## src/rtl/mexiko_boot_pkg.sv

```systemverilog
// Shared types and constants for the boot-copy Wishbone master.
package mexiko_boot_pkg;

    typedef enum logic [2:0] {
        ST_IDLE = 3'd0,
        ST_RD   = 3'd1,
        ST_WR   = 3'd2,
        ST_DONE = 3'd3,
        ST_FAIL = 3'd4
    } boot_state_e;

    // Classic (non-burst) Wishbone cycle type and linear burst extension
    localparam logic [2:0] WB_CTI_CLASSIC = 3'b000;
    localparam logic [1:0] WB_BTE_LINEAR  = 2'b00;
    localparam logic [3:0] WB_SEL_ALL     = 4'hF;

    // Byte address of 32-bit word idx relative to base; wraps modulo 2^32
    function automatic logic [31:0] word_addr(input logic [31:0] base,
                                              input logic [15:0] idx);
        word_addr = base + {14'd0, idx, 2'b00};
    endfunction

endpackage

```

## src/rtl/wb_ack_timer.sv

```systemverilog
// Per-access response timer: counts strobe cycles that saw neither ack nor err.
// o_expired flags the TIMEOUT-th such cycle, so the master never waits longer.
module wb_ack_timer #(
    parameter int unsigned TIMEOUT = 255
) (
    input  logic i_clk,
    input  logic i_rst_n,
    input  logic i_clr,
    input  logic i_en,
    output logic o_expired
);

    localparam logic [15:0] LIMIT = 16'(TIMEOUT - 1);

    logic [15:0] r_cnt;

    // Wait counter: cleared between accesses, advances while the strobe waits
    always_ff @(posedge i_clk or negedge i_rst_n) begin
        if (!i_rst_n) begin
            r_cnt <= 16'd0;
        end else if (i_clr) begin
            r_cnt <= 16'd0;
        end else if (i_en) begin
            r_cnt <= r_cnt + 16'd1;
        end else begin
            r_cnt <= r_cnt;
        end
    end

    assign o_expired = i_en && (r_cnt >= LIMIT);

endmodule

```

## src/rtl/wb_bootcopy.sv

```systemverilog
// Boot copier: reads LEN_WORDS words from the flash window at SRC_BASE and
// writes them to sysram at DST_BASE with classic Wishbone cycles, holding
// the CPU in reset until the copy is done. Bus outputs are registered; the
// strobe drops for one cycle after every completed access.
module wb_bootcopy
    import mexiko_boot_pkg::*;
#(
    parameter logic [31:0] SRC_BASE  = 32'hF100_0000,
    parameter logic [31:0] DST_BASE  = 32'h0000_0000,
    parameter int unsigned LEN_WORDS = 1024,
    parameter int unsigned TIMEOUT   = 255
) (
    input  logic        wb_clk_i,
    input  logic        wb_rst_ni,
    input  logic        start_i,
    output logic [31:0] wb_adr_o,
    output logic [31:0] wb_dat_o,
    output logic [3:0]  wb_sel_o,
    output logic        wb_we_o,
    output logic        wb_cyc_o,
    output logic        wb_stb_o,
    output logic [2:0]  wb_cti_o,
    output logic [1:0]  wb_bte_o,
    input  logic [31:0] wb_dat_i,
    input  logic        wb_ack_i,
    input  logic        wb_err_i,
    output logic        cpu_hold_o,
    output logic        done_o,
    output logic        err_o
);

    localparam logic [16:0] LEN_W = 17'(LEN_WORDS);

    boot_state_e r_state, w_state_nxt;
    logic [15:0] r_idx, w_idx_nxt;
    logic [31:0] r_hold, w_hold_nxt;
    logic        r_bus, w_bus_nxt;
    logic        r_we, w_we_nxt;
    logic [31:0] r_adr, w_adr_nxt;
    logic [31:0] r_dat, w_dat_nxt;
    logic [3:0]  r_sel, w_sel_nxt;
    logic        r_cpu_hold, w_cpu_hold_nxt;
    logic        r_done, w_done_nxt;
    logic        r_err, w_err_nxt;

    logic        w_resp;
    logic        w_ack_ok;
    logic        w_last;
    logic        w_expired;

    // Responses only count while our strobe is out; err takes priority over ack
    assign w_resp   = r_bus & (wb_ack_i | wb_err_i);
    assign w_ack_ok = r_bus & wb_ack_i & ~wb_err_i;
    assign w_last   = ({1'b0, r_idx} + 17'd1) == LEN_W;

    wb_ack_timer #(
        .TIMEOUT (TIMEOUT)
    ) u_timer (
        .i_clk     (wb_clk_i),
        .i_rst_n   (wb_rst_ni),
        .i_clr     (~r_bus | w_resp),
        .i_en      (r_bus & ~wb_ack_i & ~wb_err_i),
        .o_expired (w_expired)
    );

    // State register
    always_ff @(posedge wb_clk_i or negedge wb_rst_ni) begin
        if (!wb_rst_ni) begin
            r_state <= ST_IDLE;
        end else begin
            r_state <= w_state_nxt;
        end
    end

    // Next-state decode: err first, then ack, then timeout
    always_comb begin
        w_state_nxt = r_state;
        case (r_state)
            ST_IDLE: begin
                if (start_i) w_state_nxt = ST_RD;
                else         w_state_nxt = ST_IDLE;
            end
            ST_RD: begin
                if (r_bus && wb_err_i)      w_state_nxt = ST_FAIL;
                else if (r_bus && wb_ack_i) w_state_nxt = ST_WR;
                else if (w_expired)         w_state_nxt = ST_FAIL;
                else                        w_state_nxt = ST_RD;
            end
            ST_WR: begin
                if (r_bus && wb_err_i)      w_state_nxt = ST_FAIL;
                else if (r_bus && wb_ack_i) w_state_nxt = w_last ? ST_DONE : ST_RD;
                else if (w_expired)         w_state_nxt = ST_FAIL;
                else                        w_state_nxt = ST_WR;
            end
            ST_DONE: w_state_nxt = ST_DONE;
            ST_FAIL: w_state_nxt = ST_FAIL;
            default: w_state_nxt = ST_IDLE;
        endcase
    end

    // Next values of index, holding register and all registered outputs
    always_comb begin
        if (r_state == ST_IDLE && start_i) begin
            w_idx_nxt = 16'd0;
        end else if (r_state == ST_WR && w_ack_ok && !w_last) begin
            w_idx_nxt = r_idx + 16'd1;
        end else begin
            w_idx_nxt = r_idx;
        end

        if (r_state == ST_RD && w_ack_ok) w_hold_nxt = wb_dat_i;
        else                               w_hold_nxt = r_hold;

        // A completed access leaves one idle bus cycle before the next one
        w_bus_nxt = ((w_state_nxt == ST_RD) || (w_state_nxt == ST_WR)) && !w_resp;
        w_we_nxt  = w_bus_nxt && (w_state_nxt == ST_WR);

        if (!w_bus_nxt)    w_adr_nxt = 32'd0;
        else if (w_we_nxt) w_adr_nxt = word_addr(DST_BASE, w_idx_nxt);
        else               w_adr_nxt = word_addr(SRC_BASE, w_idx_nxt);

        if (w_we_nxt) w_dat_nxt = w_hold_nxt;
        else          w_dat_nxt = 32'd0;

        if (w_bus_nxt) w_sel_nxt = WB_SEL_ALL;
        else           w_sel_nxt = 4'h0;

        w_cpu_hold_nxt = (w_state_nxt != ST_DONE);
        w_done_nxt     = (w_state_nxt == ST_DONE);
        w_err_nxt      = (w_state_nxt == ST_FAIL);
    end

    // Datapath and output registers; reset abandons any access in flight
    always_ff @(posedge wb_clk_i or negedge wb_rst_ni) begin
        if (!wb_rst_ni) begin
            r_idx      <= 16'd0;
            r_hold     <= 32'd0;
            r_bus      <= 1'b0;
            r_we       <= 1'b0;
            r_adr      <= 32'd0;
            r_dat      <= 32'd0;
            r_sel      <= 4'h0;
            r_cpu_hold <= 1'b1;
            r_done     <= 1'b0;
            r_err      <= 1'b0;
        end else begin
            r_idx      <= w_idx_nxt;
            r_hold     <= w_hold_nxt;
            r_bus      <= w_bus_nxt;
            r_we       <= w_we_nxt;
            r_adr      <= w_adr_nxt;
            r_dat      <= w_dat_nxt;
            r_sel      <= w_sel_nxt;
            r_cpu_hold <= w_cpu_hold_nxt;
            r_done     <= w_done_nxt;
            r_err      <= w_err_nxt;
        end
    end

    assign wb_cyc_o   = r_bus;
    assign wb_stb_o   = r_bus;
    assign wb_we_o    = r_we;
    assign wb_adr_o   = r_adr;
    assign wb_dat_o   = r_dat;
    assign wb_sel_o   = r_sel;
    assign wb_cti_o   = WB_CTI_CLASSIC;
    assign wb_bte_o   = WB_BTE_LINEAR;
    assign cpu_hold_o = r_cpu_hold;
    assign done_o     = r_done;
    assign err_o      = r_err;

endmodule
```

## config.mk

```make
export PLATFORM = sky130hd
export DESIGN_NAME = wb_bootcopy
export DESIGN_NICKNAME = d
export VERILOG_FILES = /design/src/rtl/mexiko_boot_pkg.sv /design/src/rtl/wb_ack_timer.sv /design/src/rtl/wb_bootcopy.sv
export SDC_FILE = /design/constraint.sdc
export NUM_CORES = 1
export LEC_CHECK = 0
export ABC_AREA = 1
export BUFFER_PORTS_ARGS = -buffer_cell sky130_fd_sc_hd__buf_2
export CAP_MARGIN = 20
export CORE_AREA = 2 2 138 140
export DETAILED_ROUTE_END_ITERATION = 10
export DIE_AREA = 0 0 140 142
export PLACE_DENSITY = 0.47
export SLEW_MARGIN = 20
export SYNTH_ARGS = -nofsm -noshare
export SYNTH_HDL_FRONTEND = slang
export SYNTH_SLANG_ARGS = --single-unit
```

## constraint.sdc

```tcl
create_clock -name wb_clk_i -period 2.9 [get_ports wb_clk_i]
set_clock_uncertainty 0.2 [all_clocks]
set_input_delay 0.145 -clock wb_clk_i [delete_from_list [all_inputs] [get_ports wb_clk_i]]
set_output_delay 0.145 -clock wb_clk_i [all_outputs]
set_load 0.02 [all_outputs]
```

==> metrics, run 1 <==
ANT nets after route=0; VDD IR-drop max=0.397 mV; setup TNS=0 ns; synthesized area per cell=8.93 µm²; Post-Synth Adder-Cell Area=0.916%; CP required=3.04 ns; Slew Limit Fails=0; startpoint type of the worst setup path=flop; Die Width=140 µm; GPL Wtd Cong=0.880; net switching power=1.98 mW; drt drc=6; Non-Filler Instances=995; largest family of logic cells by synthesized area=simple AND/OR/NAND/NOR gates; multiplexer share of the synthesized area=0%; Worst-Skew Late Latency=0.41 ns; register area share after synthesis=55.4%; switching share of power=32.5%; number of global-route vias before repair=4456; fin area=7110 µm²; initial antenna violation count=0; clock power share=37.2%; most frequent cells in the layout=120 x dfrtp_1, 105 x inv_1, 98 x buf_2, 91 x nand2_1, 59 x nor2_1; core box area=18500 µm²; first-pass GRT wire length=21.4 mm; DR pass1 iterations=7; fin util=38.5%; CTS tree=done; Cells after Synth=612; slew at the pin closest to its max-slew limit=0.704 ns; Distinct cells, synth=31; Max Root-Sink Buffers=2; largest net degree at the start of global routing=57; Post-DP HPWL=8.36 mm; RSZ-0062 raised after global routing=true; status=finished with violations; pwr dens=856 nW/µm²; crit path capture type=flop; die area=19900 µm²; Root Buffer=clkbuf_16; Fin. Hold Viols=0; P&R area growth vs syn=30.1%; HP Class=in -> async; fraction of layout cells with a size suffix above 1=28.8%; final wirelength=12.6 mm; min Tclk post-route=2.58 ns; fin crit share=88.9%; Slew headroom=52.9%; CTS Buf Count=17; Tot GR Track Use=13.6%; Rows=50; P_int=4.11 mW; Final setup viols=0; CP Max Fanout=24; # diodes=0; leakage=3.85 nW; grt ovf=0; number of synthesized register bits=121; worst setup path class=reg -> reg; io pins=116; die height=142 µm; post-synthesis xor/xnor area fraction=0%; Vias=4203; Synth Cell Area=5460 µm²; Sequential Power Share=36.6%; met1 global-route usage=16.4%; placed instance area=6120 µm²; failing checks=DRC; placed cells=928; Port Buffers=99; post-synthesis simple-gate area fraction=23.8%; Compound-Gate Fraction of Synth Area=7.49%; clock transition at the registers of the reported paths=0.06 ns; busiest grt layer=met2; 1st-iter DRT viols=217; vias per cell=4.22; met3 track demand over resource=3.67%; Max Cap Violations=0; M2 GR Usage=23.4%; synth warn=0; PostCTS Resize Cnt=0; Sink Count=121; Starting Density=29.6%; Worst Path Arrival=2.72 ns; H-tree Lvls=4; Combinational Power Share=26.2%; commonest non-fill, non-tap cell in the layout=dfrtp_1; maximum clock rate=388 MHz; Final nets=790; Routed wire per std cell=12.6 µm
sequential cells by signal (all words and copies together), names as in the netlist:
register,flops
r_hold,32
wb_dat_o,32
wb_adr_o,17
r_idx,16
u_timer.r_cnt,16
r_state,3
cpu_hold_o,1
done_o,1
err_o,1
wb_sel_o,1
wb_we_o,1
layout make-up:
type                    instances  area (µm²)
fillers                      1832       11300
flip-flops and latches        121        3030
well taps                     234         293
repair buffers                142         936
inverters                     106         398
clock inverters                13         193
multi-input cells             361        1820
clock buffers                  18         439
path summary, 6_finish.rpt:
kind | from | endpoint | slack (ns) | depth (start not counted)
max reg2reg | r_idx[1]$_DFF_PN0_ | wb_dat_o[0]$_DFF_PN0_ | 0.32 | 17
max in group asynchronous | wb_rst_ni | wb_adr_o[12]$_DFF_PN0_ | 1.32 | 3
max | r_idx[1]$_DFF_PN0_ | wb_dat_o[0]$_DFF_PN0_ | 0.32 | 17
min in group wb_clk_i | start_i | r_idx[7]$_DFF_PN0_ | 0.10 | 6
min reg2reg | u_timer.r_cnt[15]$_DFFE_PN0P_ | u_timer.r_cnt[15]$_DFFE_PN0P_ | 0.27 | 1
min | wb_rst_ni | cpu_hold_o$_DFF_PN1_ | 0.06 | 2
power by group through the flow:
| stage | Combinational (mW) | Clock (mW) | Sequential [mW] |
|---|---|---|---|
| after floorplan | 1.09 | 0 | 2.37 |
| after global placement | 1.55 | 0 | 2.25 |
| after detailed placement | 1.57 | 0 | 2.26 |
| after CTS | 1.62 | 2.33 | 2.24 |
| after global routing | 1.80 | 2.41 | 2.28 |
| final | 1.59 | 2.26 | 2.23 |
stage by stage:
step / hold WS [ns] / total power [mW] / setup WS (ns)
6_report: 0.0602 / 6.08 / 0.321
2_1_floorplan: -0.351 / 3.45 / 0.728
5_1_grt: 0.0555 / 6.49 / -0.000346
3_5_place_dp: -0.160 / 3.83 / 0.334
4_1_cts: 0.0401 / 6.18 / 0.313
3_3_place_gp: -0.175 / 3.79 / 0.410
worst max-delay path, stage by stage, from the launching register on:
cell	delay, ns
dfrtp_1	0.42
ha_1	0.24
nand3_2	0.12
inv_2	0.06
nand2_2	0.10
nand2_1	0.06
nand2_1	0.07
nand2_1	0.06
nor2_1	0.09
nand2_1	0.07
nor2_2	0.12
nand2_2	0.08
nand2_2	0.06
nand2_2	0.08
nand2_4	0.10
nand3_4	0.19
buf_12	0.26
nor2_1	0.11
cells in the mapped netlist:
cell type	number	area (µm²)
nor3b_1	1	7.51
conb_1	1	3.75
nand3_2	2	20.0
nand3_1	21	105
or2_2	32	200
a21oi_1	14	70.1
nor4_1	2	12.5
inv_1	105	394
nand2_1	91	342
nor2_2	32	200
dfrtp_1	120	3000
buf_4	25	188
nor2_1	59	221
nand4_1	6	37.5
clkbuf_1	8	30.0
inv_2	1	3.75
buf_6	4	45.0
o21ai_1	3	15.0
o211ai_1	8	60.1
o21ai_0	47	235
o21a_1	2	15.0
nand3_4	2	35.0
nor2_4	2	22.5
nor3_1	5	25.0
nand2_4	2	22.5
nand2_2	8	50.1
buf_2	2	10.0
ha_1	4	50.1
a211oi_1	1	7.51
dfstp_2	1	26.3
a31oi_1	1	6.26
repair_timing:
action,4_1_cts,5_1_grt
buffers inserted,0,0
hold buffers,36,0
hold endpoints to repair,194,0
setup endpoints to repair,0,1
kinds of logic (layout without fill, tap and decap cells):
| family | after synthesis | in the layout |
|---|---|---|
| and+or+nand+nor | 265 | 265 |
| other | 1 | 16 |
| AOI/OAI and AO/OA | 76 | 76 |
| buffers and inverters | 145 | 279 |
| DFF | 121 | 121 |
| adders and majority gates | 4 | 4 |
routing by layer:
| metal | vias up | part of all wire [%] |
|---|---|---|
| met4 | 0 | 1.2 |
| met2 | 84 | 50 |
| met1 | 1982 | 45 |
| met5 | - | 0 |
| met3 | 11 | 3.3 |
| li1 | 2126 | - |
No activity file was read; power rests on OpenSTA's default activity.
==> inputs of run 2 (changes only) <==
- BUFFER_PORTS_ARGS: -buffer_cell sky130_fd_sc_hd__buf_2 -> unset
- DONT_BUFFER_PORTS: unset -> 1
- PLACE_DENSITY: 0.47 -> 0.41
==> run 2 against run 1 <==
  * Wire length down 6.4%
  * Cell area is 7.5% lower
  * Largest power group is now sequential cells
  * Register-to-register slack is essentially flat
  * Maximum frequency down 0.13%
  * Via count decreased by 9.0%
  * Critical path type unchanged
  * Core utilization shrank 2.9 points
  * Highest routed layer unchanged
  * The flow finishes with violations (DRC, hold timing)
==> metrics, run 2 (synthesis results as in run 1) <==
CP Max Fanout=17; largest net degree at the start of global routing=122; DR pass1 iterations=9; fraction of layout cells with a size suffix above 1=18.3%; worst reg2reg path startpoint=wb_sel_o[2]$_DFF_PN0_; post-CTS setup buffer count=0; slew at the pin closest to its max-slew limit=0.943 ns; startpoint type of the worst setup path=flop; io pins=116; pwr dens=880 nW/µm²; slowest stage delay, CP=0.56 ns; Routed wire per std cell=13.1 µm; commonest non-fill, non-tap cell in the layout=dfrtp_1; failing checks=DRC, hold timing; Fin. Hold Viols=121; CP required=3.03 ns; 1st-iter DRT viols=280; P&R area growth vs syn=20.3%; grt ovf=0; # diodes=0; Max Root-Sink Buffers=2; die height=142 µm; Rows=50; clock transition at the registers of the reported paths=0.06 ns; Total Power=5.78 mW; Starting Density=29.6%; Slew headroom=37.2%; Final setup viols=0; Post-DP HPWL=7.55 mm; Final nets=690; FF-to-FF setup slack=0.32 ns; Max Cap Violations=0; drt drc=4; Vias=3825; worst setup path class=reg -> reg; setup TNS=0 ns; crit path capture type=flop; initial antenna violation count=0; Port Buffers=0; fin crit share=89.0%; HP Class=in -> async; reg2reg end=wb_adr_o[9]$_DFF_PN0_; maximum clock rate=387 MHz; Die Width=140 µm; H-tree Lvls=4; first-pass GRT wire length=19.5 mm; Worst Reg2Reg Path Length in Cells=9; die area=19900 µm²; CTS Buf Count=17; final wirelength=11.8 mm; critical-path cell list=nand2_1 > nand2_1 > dlygate4sd3_1 > inv_1 > a31oi_2 > inv_1 > nand2_4 > nand3_4 > nor2_1; ANT nets after route=0; Tot GR Track Use=12.6%; Sink Count=121; core box area=18500 µm²; leakage=3.37 nW; CP max-delay cell=dlygate4sd3_1; CTS tree=done; Slew Limit Fails=0; Worst-Skew Late Latency=0.42 ns; min Tclk post-route=2.58 ns; GPL Wtd Cong=0.832; Worst Path Arrival=2.72 ns; VDD IR-drop max=0.366 mV; worst hold slack=-0.775 ns; RSZ-0062 raised after global routing=false; cts hold-fix bufs=36; vias per cell=4.27; most frequent cells in the layout=120 x dfrtp_1, 105 x inv_1, 91 x nand2_1, 59 x nor2_1, 47 x o21ai_0; number of global-route vias before repair=3837; status=finished with violations; Root Buffer=clkbuf_16
==> run 2: changes by cell type in the layout (fill, tap and decap cells not counted), moves of 2 or more <==
cell	delta
inv_6	+4
bufinv_16	-2
clkinvlp_4	-2
inv_8	+3
buf_2	-98
==> run 2: what timing repair did <==
action                                  4_1_cts  5_1_grt
endpoints found under the setup margin        0        7
endpoints found under the hold margin       204      121
gates resized for setup                       0        2
==> run 2: worst max-delay path: cells and delay by family (launching register included) <==
kind            cells  cell delay, ns
compound gates      1            0.36
buf+inv             3            0.85
flops               1            0.40
simple gates        5            0.69
==> run 2: worst max path at each step <==
stage	slack [ns]	endpoint	cells past startpoint	start
2_1_floorplan	0.73	wb_adr_o[13]$_DFF_PN0_	17	r_idx[1]$_DFF_PN0_
3_3_place_gp	0.38	wb_adr_o[8]$_DFF_PN0_	12	r_idx[10]$_DFF_PN0_
3_5_place_dp	0.37	wb_adr_o[3]$_DFF_PN0_	14	r_idx[1]$_DFF_PN0_
4_1_cts	0.16	wb_adr_o[12]$_DFF_PN0_	9	wb_sel_o[2]$_DFF_PN0_
5_1_grt	0.05	wb_dat_o[31]$_DFF_PN0_	16	r_idx[1]$_DFF_PN0_
6_report	0.32	wb_adr_o[9]$_DFF_PN0_	9	wb_sel_o[2]$_DFF_PN0_
==> run 2: area by class of cell <==
| cell class | count | area, µm² |
|---|---|---|
| Clock buffer | 17 | 425 |
| Clock inverter | 15 | 178 |
| Fill cell | 1867 | 11900 |
| Inverter | 106 | 398 |
| Multi-Input combinational cell | 361 | 1830 |
| Sequential cell | 121 | 3030 |
| Tap cell | 234 | 293 |
| Timing Repair Buffer | 42 | 418 |
==> run 2: metrics by stage <==
step,setup slack (ns),utilization (%),hold slack (ns),cell area (µm²),cells
floorplan,0.728,-,-0.351,5520,627
CTS,0.156,35.6,-0.798,6560,896
detailed placement,0.365,30.3,-0.347,5600,828
global placement,0.382,30.3,-0.348,5600,828
finish,0.318,35.6,-0.775,6570,896
global route,0.0520,35.6,-0.809,6570,896
==> run 2: report_power, final <==
| group | switching (mW) | leakage, nW | internal, mW | total [mW] |
|---|---|---|---|---|
| clock | 0.870 | 0.300 | 1.30 | 2.17 |
| combinational | 0.756 | 1.47 | 0.447 | 1.20 |
| sequential | 0.335 | 1.59 | 2.07 | 2.41 |
| total | 1.96 | 3.37 | 3.82 | 5.78 |
==> run 2: per-layer routing <==
metal	global-route usage [%]	share of wire, %	up-vias
li1	-	-	1915
met2	20.4	49	79
met4	4.63	1.7	0
met3	4.34	4.3	14
met1	15.6	45	1817
met5	0	0	-
